[src/rtl/uart_rx_controller.sv]
// UART receiver: 16x oversampled start/8 data/even parity/stop framing with
// a handshake towards the consumer and sticky overrun reporting.
module uart_rx_controller #(
    parameter int BAUD_DIV   = 326,
    parameter int OVERSAMPLE = 16
) (
    input  logic        clk,
    input  logic        reset,
    input  logic        rx,
    input  logic        data_ack,
    output logic [10:0] packet,
    output logic        packet_completion,
    output logic        data_valid,
    output logic        parity_error,
    output logic        framing_error,
    output logic        overrun,
    output logic        busy
);

    localparam logic [11:0] TICK_LAST   = 12'(BAUD_DIV - 1);
    localparam logic [3:0]  SAMPLE_MID  = 4'(OVERSAMPLE / 2 - 1);
    localparam logic [3:0]  SAMPLE_LAST = 4'(OVERSAMPLE - 1);

    typedef enum logic [2:0] {
        IDLE,
        START,
        DATA,
        PARITY,
        STOP,
        DONE
    } state_t;

    state_t      state_reg;
    state_t      state_next;

    logic [1:0]  sync_reg;
    logic        rx_s;
    logic [11:0] tick_cnt_reg;
    logic        tick;
    logic [3:0]  sample_cnt_reg;
    logic [2:0]  bit_cnt_reg;
    logic        mid_hit;
    logic        bit_hit;
    logic [9:0]  frame_reg;
    logic [10:0] packet_reg;
    logic        data_valid_reg;
    logic        parity_error_reg;
    logic        framing_error_reg;
    logic        overrun_reg;

    assign rx_s    = sync_reg[1];
    assign tick    = (tick_cnt_reg == TICK_LAST);
    assign mid_hit = tick && (sample_cnt_reg == SAMPLE_MID);
    assign bit_hit = tick && (sample_cnt_reg == SAMPLE_LAST);

    always_ff @(posedge clk) begin
        if (reset) begin
            state_reg <= IDLE;
        end else begin
            state_reg <= state_next;
        end
    end

    always_comb begin
        state_next = state_reg;
        case (state_reg)
            IDLE:    if (!rx_s) state_next = START;
            START:   if (mid_hit) state_next = rx_s ? IDLE : DATA;
            DATA:    if (bit_hit && bit_cnt_reg == 3'd7) state_next = PARITY;
            PARITY:  if (bit_hit) state_next = STOP;
            STOP:    if (bit_hit) state_next = DONE;
            DONE:    state_next = IDLE;
            default: state_next = IDLE;
        endcase
    end

    always_ff @(posedge clk) begin
        if (reset) begin
            sync_reg          <= 2'b11;
            tick_cnt_reg      <= '0;
            sample_cnt_reg    <= '0;
            bit_cnt_reg       <= '0;
            frame_reg         <= '0;
            packet_reg        <= '0;
            data_valid_reg    <= 1'b0;
            parity_error_reg  <= 1'b0;
            framing_error_reg <= 1'b0;
            overrun_reg       <= 1'b0;
        end else begin
            sync_reg <= {sync_reg[0], rx};

            if (state_reg == IDLE || tick) begin
                tick_cnt_reg <= '0;
            end else begin
                tick_cnt_reg <= tick_cnt_reg + 12'd1;
            end

            // The start-bit midpoint realigns the sample counter so that every
            // later bit is sampled at its own centre.
            if (state_reg == IDLE) begin
                sample_cnt_reg <= '0;
            end else if (tick) begin
                if (state_reg == START && sample_cnt_reg == SAMPLE_MID) begin
                    sample_cnt_reg <= '0;
                end else begin
                    sample_cnt_reg <= sample_cnt_reg + 4'd1;
                end
            end

            case (state_reg)
                START: begin
                    if (mid_hit && !rx_s) begin
                        frame_reg[0] <= 1'b0;
                        bit_cnt_reg  <= '0;
                    end
                end
                DATA: begin
                    if (bit_hit) begin
                        frame_reg[4'(bit_cnt_reg) + 4'd1] <= rx_s;
                        bit_cnt_reg <= bit_cnt_reg + 3'd1;
                    end
                end
                PARITY: begin
                    if (bit_hit) frame_reg[9] <= rx_s;
                end
                STOP: begin
                    // Frame assembled off to the side so packet only changes here.
                    if (bit_hit) packet_reg <= {rx_s, frame_reg};
                end
                default: ;
            endcase

            if (state_reg == DONE) begin
                parity_error_reg  <= (^packet_reg[8:1]) ^ packet_reg[9];
                framing_error_reg <= ~packet_reg[10];
                data_valid_reg    <= 1'b1;
                if (data_valid_reg && !data_ack) overrun_reg <= 1'b1;
            end else if (data_ack) begin
                data_valid_reg <= 1'b0;
            end
        end
    end

    assign packet            = packet_reg;
    assign packet_completion = (state_reg == DONE);
    assign data_valid        = data_valid_reg;
    assign parity_error      = parity_error_reg;
    assign framing_error     = framing_error_reg;
    assign overrun           = overrun_reg;
    assign busy              = (state_reg != IDLE);

endmodule

[config.mk]
export PLATFORM = sky130hd
export DESIGN_NAME = uart_rx_controller
export DESIGN_NICKNAME = d
export VERILOG_FILES = /design/src/rtl/uart_rx_controller.sv
export SDC_FILE = /design/constraint.sdc
export NUM_CORES = 1
export LEC_CHECK = 0
export CAP_MARGIN = 30
export CORE_MARGIN = 5
export CORE_UTILIZATION = 51
export DETAILED_ROUTE_END_ITERATION = 16
export GPL_TIMING_DRIVEN = 0
export PLACE_DENSITY = 0.83
export SETUP_SLACK_MARGIN = 0.1
export SYNTH_ARGS = -nofsm -noshare
export SYNTH_HDL_FRONTEND = slang
export SYNTH_SLANG_ARGS = --single-unit
[constraint.sdc]
create_clock -name clk -period 1.8 [get_ports clk]
set_input_delay 0.36 -clock clk [delete_from_list [all_inputs] [get_ports clk]]
set_output_delay 0.36 -clock clk [all_outputs]
set_load 0.02 [all_outputs]
# After elaboration in Yosys (flattened, before gate mapping)
# Index checks and enable logic that the tools add are counted.
# totals
inputBits	4
reg_bits	49
out_inout_bits	17
# classes
n_lt_le_gt_ge	2
muxes	21
n_eq_ne	16
bitwise_logic	2
reduce_logical	24
n_addsub	4
# op_table
operator	count
$mux W3	7
$pmux W3 S5	1
$add A12 B1 Y12 const B	1
$eq A12 B9 Y1 const B	1
$ne A2 B2 Y1 const B	6
$bwmux W10	1
$mux W10	1
$eq A3 B3 Y1 const B	3
$reduce_xor A8 Y1	1
$logic_and A1 B1 Y1	7
$eq A3 B2 Y1 const B	2
$pmux W3 S2	1
$reduce_and A2 Y1	3
$reduce_and A3 Y1	2
$reduce_bool A2 Y1	3
$lt A4 B5 Y1 const B	1
$mux W1	5
$reduce_and A5 Y1	1
$add A3 B1 Y4 const B	1
$add A4 B1 Y4 const B	1
$demux W1 S4	1
$eq A4 B3 Y1 const B	1
$eq A4 B4 Y1 const B	1
$ge A4 B1 Y1 const B	1
13 further kinds	16

# Longest topological paths before layout
# Gate-level depths: netlist (run 1).
# logic_depth
word_depth	8
depth_mapped	8
mapped_depth_nobuf	7

# Worst setup path before layout (run 1)
# No wires, ideal clock.
# synth_path
kind	flip-flop to flip-flop
start	register tick_cnt_reg[7]
end	register sample_cnt_reg[3]
setup_time_ns	0.066
arrival_time_ns	1.828
n_path_buf	1
slack_ns	-0.094
path_stages_with_launch	7
path_cell_list	dfxtp_1 > or4b_4 > buf_6 > nor3_4 > nand4_1 > a311o_1 > a21oi_2
# synth_via
elab_chain_cells	1
# synth_lines
item	line	text
from (decl)	38	logic [11:0] tick_cnt_reg;
from (signal assigned)	95	tick_cnt_reg <= tick_cnt_reg + 12'd1;
$eq A12 B9 Y1	52	assign tick = (tick_cnt_reg == TICK_LAST);
to (signal assigned)	106	sample_cnt_reg <= sample_cnt_reg + 4'd1;
to (decl)	40	logic [3:0] sample_cnt_reg;
# Every way passes these cells.
# A chain may end at the register's enable or synchronous reset.

# Final worst setup path (run 1)
# layout_path
start	register tick_cnt_reg[9]
end	register packet_reg[9], in the netlist packet[9]
# layout_via
elab_chain_cells	3
# layout_lines
item	line	text
$eq A12 B9 Y1	52	
$logic_and A1 B1 Y1	54	assign bit_hit = tick && (sample_cnt_reg == SAMPLE_LAST);
$reduce_and A2 Y1 (no line)	n/a	
to (signal assigned)	128	if (bit_hit) packet_reg <= {rx_s, frame_reg};
to (decl)	45	logic [10:0] packet_reg;
# Every way passes these cells.

==> flow_summary.yaml, run 1 <==
critical_path:
  start_kind: "flip-flop"
  crit_required_ns: 1.98
  path_class: "reg2reg"
  cp_num_buf_inv: 4
  cp_max_fo: 5
  crit_slowest_cell: "or4b_4"
  r2r-start: "tick_cnt_reg[9]"
  critPathLaunch: "tick_cnt_reg[9]"
  crit_family: "simple AND/OR/NAND/NOR gates"
  critPathArrivalTime_ns: 2.25
  max_stage_delay_ns: 0.52
  endpoint_kind: "flip-flop"
  crit_chain: "or4b_4, buf_6, buf_4, nor4_4, buf_4, nand2_4, buf_6, mux2i_1, nor2_1"
route:
  wl_per_cell_um: 17.5
  wirelength_mm: 6.36
  ant_nets: 0
  first_pass_iters: 4
  drtIter0Drc: 148
  via_per_inst: 5.76
  drc: 0
  num_vias: 2092
cells_and_area:
  drive_gt1_share_pct: 33.1
  area_growth_pct: 36.8
  layout_commonest_cell: "dfxtp_1"
  seqCellArea_um2: 997
  layout_common_cells: "dfxtp_1, nor2_1, buf_4, mux2i_1, buf_6"
  postLayoutCoreUtil_pct: 72.8
  multi_input_area_mm2: 0.00147
  n_fill_cell: 298
  diodes: 0
  fin_nets: 324
  largest_reg_flops: 12
floorplan:
  coreArea_mm2: 0.00441
  num_rows: 24
  dieArea_mm2: 0.00606
  io_pins: 21
  die_w_um: 77.9
  start_util_pct: 53.2
  fp.dieH_um: 77.9
sta:
  fin_tns_setup_ns: -6.06
  skew_ns: 0.00727
  tightest_slew_ns: 0.824
  setup_viol: 29
  fin_ws_ns: -0.274
  rsz0062_at_grt: "yes"
  max_freq_mhz: 482
  relSlewSlack_pct: 45.0
  period_share_pct: 115
  drv_slew: 0
  hold_viol_final: 0
  min_period_ns: 2.07
worst_hold_path:
  hold_path.class: "reg2reg"
  hold_start: "sync_reg[0]"
run:
  maxCapViolCount: 0
clock_network:
  clockBufferDepth: 2
  cts_root_buf: "clkbuf_8"
  clock-sinks: 49
  cts_made_buffers: 5
  clk_pin_slew_worst_paths_ns: 0.09
  cts_tree: "yes"
  clock_latency_ns: 0.31
  cts_max_level: 2
synth:
  ys_ff_latch: 49
  ys_seq_area_share_pct: 41.7
  synth_area_mm2: 0.00235
  ys.flop_type: "dfxtp_1"
  syn_inst: 256
  synthDistinctLibCells: 48
  synth.avg_cell_area_um2: 9.18
  ys_async_sr_fraction_pct: 0
  synth_edf_count: 0
  synth_warnings: 0
  synth_fp_nets: 269
place:
  numPortBuffers: 19
  routabilityCongestion: 0.806
  hpwl_mm: 3.28
global_routing:
  track_usage_pct: 19.8
  grt_pass1_vias: 1979
  grt.overflow.total: 0
  grt_pass1_wl_mm: 9.67
  grt_max_degree: 15
  antenna_found_initial: 0
run_status:
  failed_checks: "setup timing"
  outcome: "finished, violations left"
pwr:
  power_density_mw_per_mm2: 720
  total_power_w: 0.00231
  p_leak_nw: 1.46
  peakVddDrop_uv: 549
[repair_timing]
| action | in CTS | in global routing |
|---|---|---|
| cloned | 2 | 0 |
| buffers inserted | 18 | 9 |
| hold buffers | 0 | 0 |
| endpoints found under the hold margin | 0 | 0 |
| setup endpoints to repair | 45 | 51 |
| pin swaps | 23 | 11 |
| resized for setup | 58 | 37 |
[cells in the mapped netlist, types with 2 or more instances]
library cell  number  area (um^2)
o21ai_1            3         15.0
clkbuf_1          10         37.5
nand4_1            8         50.1
mux2i_1           20          200
ha_1               9          113
a21oi_1           11         55.1
nand4b_1           3         26.3
nand2b_1           3         18.8
or3b_1             3         26.3
dfxtp_1           49          981
nor3_1             3         15.0
nand3b_1           2         15.0
xor2_1             7         61.3
nand3_1           10         50.1
o21ai_0            2         10.0
and3_1             2         12.5
xnor2_1            8         70.1
inv_1              8         30.0
or2_2              3         18.8
nand2_1           14         52.6
buf_2              4         20.0
nor3b_1            4         30.0
nor2_1            43          161
or3_1              3         18.8
[cells by family (layout without fill, tap and decap cells)]
| logic type | after synthesis | after routing | synth area share [%] |
|---|---|---|---|
| adders and majority gates | 9 | 9 | 4.79 |
| buffers and inverters | 23 | 78 | 4.21 |
| AOI/OAI and AO/OA | 29 | 29 | 8.25 |
| and+or+nand+nor | 108 | 108 | 25.0 |
| muxes | 22 | 22 | 9.48 |
| xor gates and xnor gates | 16 | 16 | 6.55 |
| DFF | 49 | 49 | 41.7 |
[worst paths after layout]
path,endpoint,slack (ns),cells past startpoint
hold / removal,sync_reg[1],0.42,1
setup reg to reg,packet[9],-0.27,9
setup / recovery,packet[9],-0.27,9
hold reg to reg,sync_reg[1],0.42,1
[layout make-up]
type                            count  share of cell area [%]
Sequential cell                    49                    31.0
Timing Repair Buffer               48                    14.5
Buffer                             15                    3.15
Clock buffer                        6                    2.57
Tap cell                           52                    2.02
Clock inverter                      1                   0.233
Multi-Input combinational cell    184                    45.6
Inverter                            8                   0.934
[routing by layer]
| layer | share of wire [%] | wire length (um) | vias to the layer above | GRT usage, % |
|---|---|---|---|---|
| met1 | 41 | 2600 | 1004 | 24.0 |
| met2 | 51 | 3230 | 70 | 34.1 |
| met4 | 3.3 | 210 | 0 | 8.25 |
| li1 | - | - | 999 | - |
| met5 | 0 | 0 | - | 0 |
| met3 | 5.0 | 319 | 19 | 3.70 |
[stage by stage]
stage	hold slack [ns]	area, um^2	setup slack [ns]	std cells
after CTS	0.415	3050	-0.168	354
after detailed placement	0.393	2620	-0.303	327
after floorplan	0.389	2360	-0.0812	256
final	0.416	3220	-0.274	363
after global placement	0.397	2620	-0.281	327
after global routing	0.422	3220	-0.352	363
[power breakdown]
group	switching, W	internal [W]
registers	0.0000198	0.00111
logic	0.000280	0.000221
clock network	0.000379	0.000304
total	0.000678	0.00164
Note: power is estimated with default switching activity, not from simulation.
==> run 2: changes to the inputs <==
CORE_UTILIZATION = 25   (was 51)
PLACE_DENSITY = 0.51   (was 0.83)
==> flow_summary.yaml, run 2 (synthesis gave the netlist of run 1 again) <==
run_status:
  outcome: "finished, violations left"
  failed_checks: "setup timing"
critical_path:
  crit_required_ns: 1.98
  crit_chain: "or4b_4, buf_6, nor4_4, nand2_2, clkbuf_16, mux2i_1, nor2_1"
  r2r_slack_ns: -0.13
  critPathLaunch: "tick_cnt_reg[7]"
  critPathArrivalTime_ns: 2.11
  r2r_cells: 7
  start_kind: "flip-flop"
  cp_max_fo: 5
  r2r-start: "tick_cnt_reg[7]"
  path_class: "reg2reg"
  endpoint_kind: "flip-flop"
  cp-endpoint: "packet[4]"
  crit_slowest_cell: "or4b_4"
  max_stage_delay_ns: 0.53
  rr_endpoint: "packet[4]"
floorplan:
  num_rows: 35
  io_pins: 21
  coreArea_mm2: 0.00920
  start_util_pct: 25.6
  fp.dieH_um: 107
  dieArea_mm2: 0.0114
  die_w_um: 107
sta:
  drv_slew: 0
  rsz0062_at_grt: "yes"
  relSlewSlack_pct: 61.5
  skew_ns: 0.0108
  min_period_ns: 1.93
  max_freq_mhz: 519
  period_share_pct: 107
  hold_viol_final: 0
  setup_viol: 40
  fin_ws_ns: -0.128
  tightest_slew_ns: 0.577
clock_network:
  cts_made_buffers: 5
  clock-sinks: 49
  cts_tree: "yes"
  clock_latency_ns: 0.30
  cts_max_level: 2
  clockBufferDepth: 2
  cts_root_buf: "clkbuf_8"
  clk_pin_slew_worst_paths_ns: 0.09
cells_and_area:
  layout_common_cells: "dfxtp_1, nor2_1, mux2i_1, buf_4, buf_6"
  seqCellArea_um2: 992
  layout_commonest_cell: "dfxtp_1"
  fin_nets: 313
  drive_gt1_share_pct: 30.6
  area_growth_pct: 40.1
  largest_reg_flops: 12
  postLayoutCoreUtil_pct: 35.8
  n_fill_cell: 941
  diodes: 0
  multi_input_area_mm2: 0.00149
place:
  routabilityCongestion: 0.755
  hpwl_mm: 3.54
  numPortBuffers: 19
  dp_slack_ns: -0.323
worst_hold_path:
  hold_start: "sync_reg[0]"
  hold_path.class: "reg2reg"
global_routing:
  grt_max_degree: 17
  grt_pass1_vias: 1826
  grt.overflow.total: 0
  grt_pass1_wl_mm: 8.71
  antenna_found_initial: 0
  track_usage_pct: 9.24
pwr:
  p_seq_share_pct: 46.5
  peakVddDrop_uv: 488
  combinationalPowerShare_pct: 21.0
  pwr-share-clk_pct: 32.5
  p_int_w: 0.00176
  sw_frac_of_total_pct: 27.7
  switchingPower_w: 0.000675
  p_leak_nw: 1.45
  power_density_mw_per_mm2: 739
route:
  via_per_inst: 4.63
  ant_nets: 0
  first_pass_iters: 4
  drc: 0
  wirelength_mm: 5.45
  drtIter0Drc: 58
  wl_per_cell_um: 13.2
  num_vias: 1906
run:
  maxCapViolCount: 0
run 2: worst max-delay path: cells and delay by family (launching register included):
kind / cells / cell delay (ns)
buf+inv: 2 / 0.35
flops: 1 / 0.35
mux: 1 / 0.14
simple gates: 4 / 0.97
run 2: worst min path at each step:
stage                  end  slack (ns)  cells past startpoint
3_3_place_gp   sync_reg[1]        0.39                      1
5_1_grt        sync_reg[1]        0.42                      1
6_report       sync_reg[1]        0.41                      1
4_1_cts        sync_reg[1]        0.42                      1
2_1_floorplan  sync_reg[1]        0.39                      1
3_5_place_dp   sync_reg[1]        0.39                      1
run 2: repair_timing:
item | in CTS | in global routing
buffers inserted | 12 | 4
hold buffers | 0 | 0
setup endpoints to repair | 45 | 53
cloned | 0 | 2
pin swaps | 14 | 17
resized for setup | 40 | 59
run 2: area by class of cell:
class,instances,share of cell area [%]
Multi-Input combinational cell,184,45.3
Sequential cell,49,30.1
Timing Repair Buffer,37,12.5
Tap cell,111,4.22
Buffer,15,3.46
Clock buffer,5,2.09
Clock inverter,3,1.41
Inverter,8,0.912
run 2: metrics by stage:
stage | total power [W] | hold slack, ns | setup TNS, ns | area, um^2 | std cells
final | 0.00243 | 0.414 | -2.64 | 3290 | 412
after global routing | 0.00254 | 0.424 | -5.08 | 3290 | 412
after CTS | 0.00231 | 0.415 | -4.82 | 3020 | 406
after detailed placement | 0.00148 | 0.393 | -7.94 | 2690 | 386
after global placement | 0.00148 | 0.393 | -6.87 | 2690 | 386
after floorplan | 0.00139 | 0.389 | -0.452 | 2360 | 256
run 2: power groups by stage:
stage	Clock (W)	Sequential (W)	Combinational [W]
finish	0.000790	0.00113	0.000511
global route	0.000851	0.00113	0.000552
CTS	0.000811	0.00113	0.000374
detailed placement	0	0.00116	0.000324
global placement	0	0.00115	0.000325
floorplan	0	0.00115	0.000235
run 2: per-layer routing:
layer / routed length, um / vias up / global-route usage (%)
li1: - / 970 / -
met1: 2550 / 908 / 11.8
met2: 2710 / 22 / 15.7
met3: 115 / 6 / 1.38
met4: 77 / 0 / 3.29
met5: 0 / - / 0
==> run 3: changes to the inputs <==
ABC_AREA = 1   (was default)
PLACE_DENSITY = 0.5   (was 0.51)
==> flow_summary.yaml, run 3 <==
clock_network:
  hold_buffers: 0
  cts_made_buffers: 5
  clock_latency_ns: 0.30
  clock-sinks: 49
  cts_max_level: 2
  cts_root_buf: "clkbuf_8"
  cts_tree: "yes"
  clockBufferDepth: 2
  clk_pin_slew_worst_paths_ns: 0.09
global_routing:
  grt_max_degree: 15
  grt_pass1_vias: 2004
  grt_pass1_wl_mm: 9.22
  grt.overflow.total: 0
  track_usage_pct: 9.69
  antenna_found_initial: 0
pwr:
  p_leak_nw: 1.33
  combinationalPowerShare_pct: 32.0
  power_density_mw_per_mm2: 974
  total_power_w: 0.00299
  switchingPower_w: 0.00109
  peakVddDrop_uv: 355
  p_seq_share_pct: 42.4
  sw_frac_of_total_pct: 36.5
  p_int_w: 0.00190
  pwr-share-clk_pct: 25.6
floorplan:
  coreArea_mm2: 0.00959
  io_pins: 21
  die_w_um: 108
  dieArea_mm2: 0.0118
  fp.dieH_um: 108
  start_util_pct: 25.3
  num_rows: 36
sta:
  setup_viol: 0
  relSlewSlack_pct: 69.7
  drv_slew: 0
  rsz0062_at_grt: "no"
  hold_viol_final: 0
  skew_ns: 0.00934
  max_freq_mhz: 610
  tightest_slew_ns: 0.454
  min_period_ns: 1.64
  period_share_pct: 91.1
  fin_hold_ws_ns: 0.405
route:
  num_vias: 2109
  drc: 0
  first_pass_iters: 4
  via_per_inst: 4.17
  wl_per_cell_um: 10.6
  drtIter0Drc: 110
  ant_nets: 0
  wirelength_mm: 5.39
synth:
  yosysTopAreaCell: "dfxtp_1"
  ys_ff_latch: 49
  synth_area_mm2: 0.00242
  ys_top_cells_by_area: "dfxtp_1, nor2_1, nand2_1, inv_1, ha_1"
  synth.avg_cell_area_um2: 7.05
  synth_top_area_share_pct: 40.5
  synth_top_cells_by_count: "nor2_1, nand2_1, dfxtp_1"
  ys_async_sr_fraction_pct: 0
  ys_seq_area_share_pct: 40.5
  synthDistinctLibCells: 32
  synth_warnings: 0
  ys.flop_type: "dfxtp_1"
  post-synth-top-count-cell: "nor2_1"
  syn_inst: 344
  synth_fp_nets: 357
  synth_edf_count: 0
cells_and_area:
  instances_no_fill: 506
  area_growth_pct: 26.5
  fin_nets: 386
  drive_gt1_share_pct: 16.1
  layout_common_cells: "nand2_1, nor2_1, inv_1, dfxtp_1, a21oi_1"
  diodes: 0
  design_area_mm2: 0.00307
  largest_reg_flops: 12
critical_path:
  start_kind: "flip-flop"
  crit_required_ns: 1.44
  rr_endpoint: "packet[1]"
  critPathLaunch: "packet[8]"
  r2r_slack_ns: 0.22
  critPathArrivalTime_ns: 1.28
  cp_max_fo: 3
  path_class: "reg2out"
  crit_chain: "clkdlybuf4s50_1"
  cp_num_buf_inv: 1
  max_stage_delay_ns: 0.61
  crit_slowest_cell: "clkdlybuf4s50_1"
  r2r_cells: 7
  endpoint_kind: "output pin"
  crit_family: "buffers and inverters"
  r2r-start: "sample_cnt_reg[1]"
run:
  maxCapViolCount: 0
place:
  hpwl_mm: 4.05
  numPortBuffers: 19
  routabilityCongestion: 0.793
  dp.cells: 496
  placed_cell_area_mm2: 0.00278
worst_hold_path:
  min_to: "overrun"
  hold_path_depth: 2
  hold_start: "reset"
  hold_path.class: "in2reg"
run_status:
  outcome: "complete, no violations"
-- run 3: changes by cell type in the layout (fill, tap and decap cells not counted), sizes merged, moves of 4 or more --
| cell | before | now |
|---|---|---|
| buf | 24 | 8 |
| nor2 | 43 | 70 |
| nand3 | 10 | 15 |
| nand2 | 14 | 62 |
| inv | 8 | 47 |
| nor3 | 5 | 10 |
| clkbuf | 16 | 9 |
| a21oi | 12 | 21 |
| o21ai | 5 | 25 |
| mux2i | 20 | 0 |
| nor3b | 5 | 1 |
-- run 3: worst reg2reg max path, cell delays in order (launching register included) --
cell	delay [ns]
dfxtp_2	0.37
ha_4	0.15
nand2_4	0.07
nor2_4	0.20
nand3_4	0.14
nor2_4	0.25
buf_2	0.23
a21oi_1	0.08
-- run 3: final cells by class --
| type | instances | area (um^2) |
|---|---|---|
| timing repair buffer | 22 | 226 |
| clock inverter | 2 | 35.0 |
| clock buffer | 5 | 68.8 |
| buffer | 7 | 40.0 |
| tap | 133 | 166 |
| multi-input combinational | 241 | 1360 |
| fill | 1020 | 6530 |
| sequential | 49 | 996 |
| inverter | 47 | 179 |
-- run 3: worst max-delay path by stage --
stage,end,slack (ns),cells past startpoint
floorplan,parity_error,0.21,6
global placement,packet_completion,-0.39,4
detailed placement,packet_completion,-0.39,3
CTS,frame_reg[0],0.05,9
global route,packet[6],0.1,8
finish,packet[8],0.16,1
-- run 3: through the flow --
stage	setup TNS (ns)	setup WS, ns	utilization (%)
floorplan	0	0.211	-
global placement	-0.389	-0.389	29.0
detailed placement	-0.385	-0.385	29.0
CTS	0	0.0458	30.3
global route	0	0.0963	32.0
finish	0	0.159	32.0
-- run 3: power groups by stage --
stage               clock network (W)  logic (W)  registers [W]
floorplan                           0   0.000645        0.00125
global placement                    0   0.000859        0.00126
detailed placement                  0   0.000868        0.00126
CTS                          0.000782   0.000880        0.00125
global route                 0.000839    0.00110        0.00128
finish                       0.000766   0.000956        0.00127
-- run 3: per-layer routing --
metal / track usage, % / vias to the layer above / share of wire, %
li1: - / 1149 / -
met4: 3.52 / 0 / 1.7
met1: 13.2 / 935 / 52
met5: 0 / - / 0
met3: 2.15 / 6 / 2.0
met2: 15.0 / 19 / 44
-- run 3: kinds of logic after synthesis --
logic type	Yosys count	share of synthesized area [%]
flip-flops	49	40.5
AO/OA/AOI/OAI	52	11.5
AND/OR/NAND/NOR	171	31.3
adder cells (fa/ha/maj)	9	4.65
buffers and inverters	54	8.83
XOR/XNOR	9	3.25
-- run 3: repair_timing --
item,CTS,global route
setup endpoints to repair,6,39
pin swaps,1,7
setup buffers,1,1
gates resized for setup,11,51
gates cloned,0,1
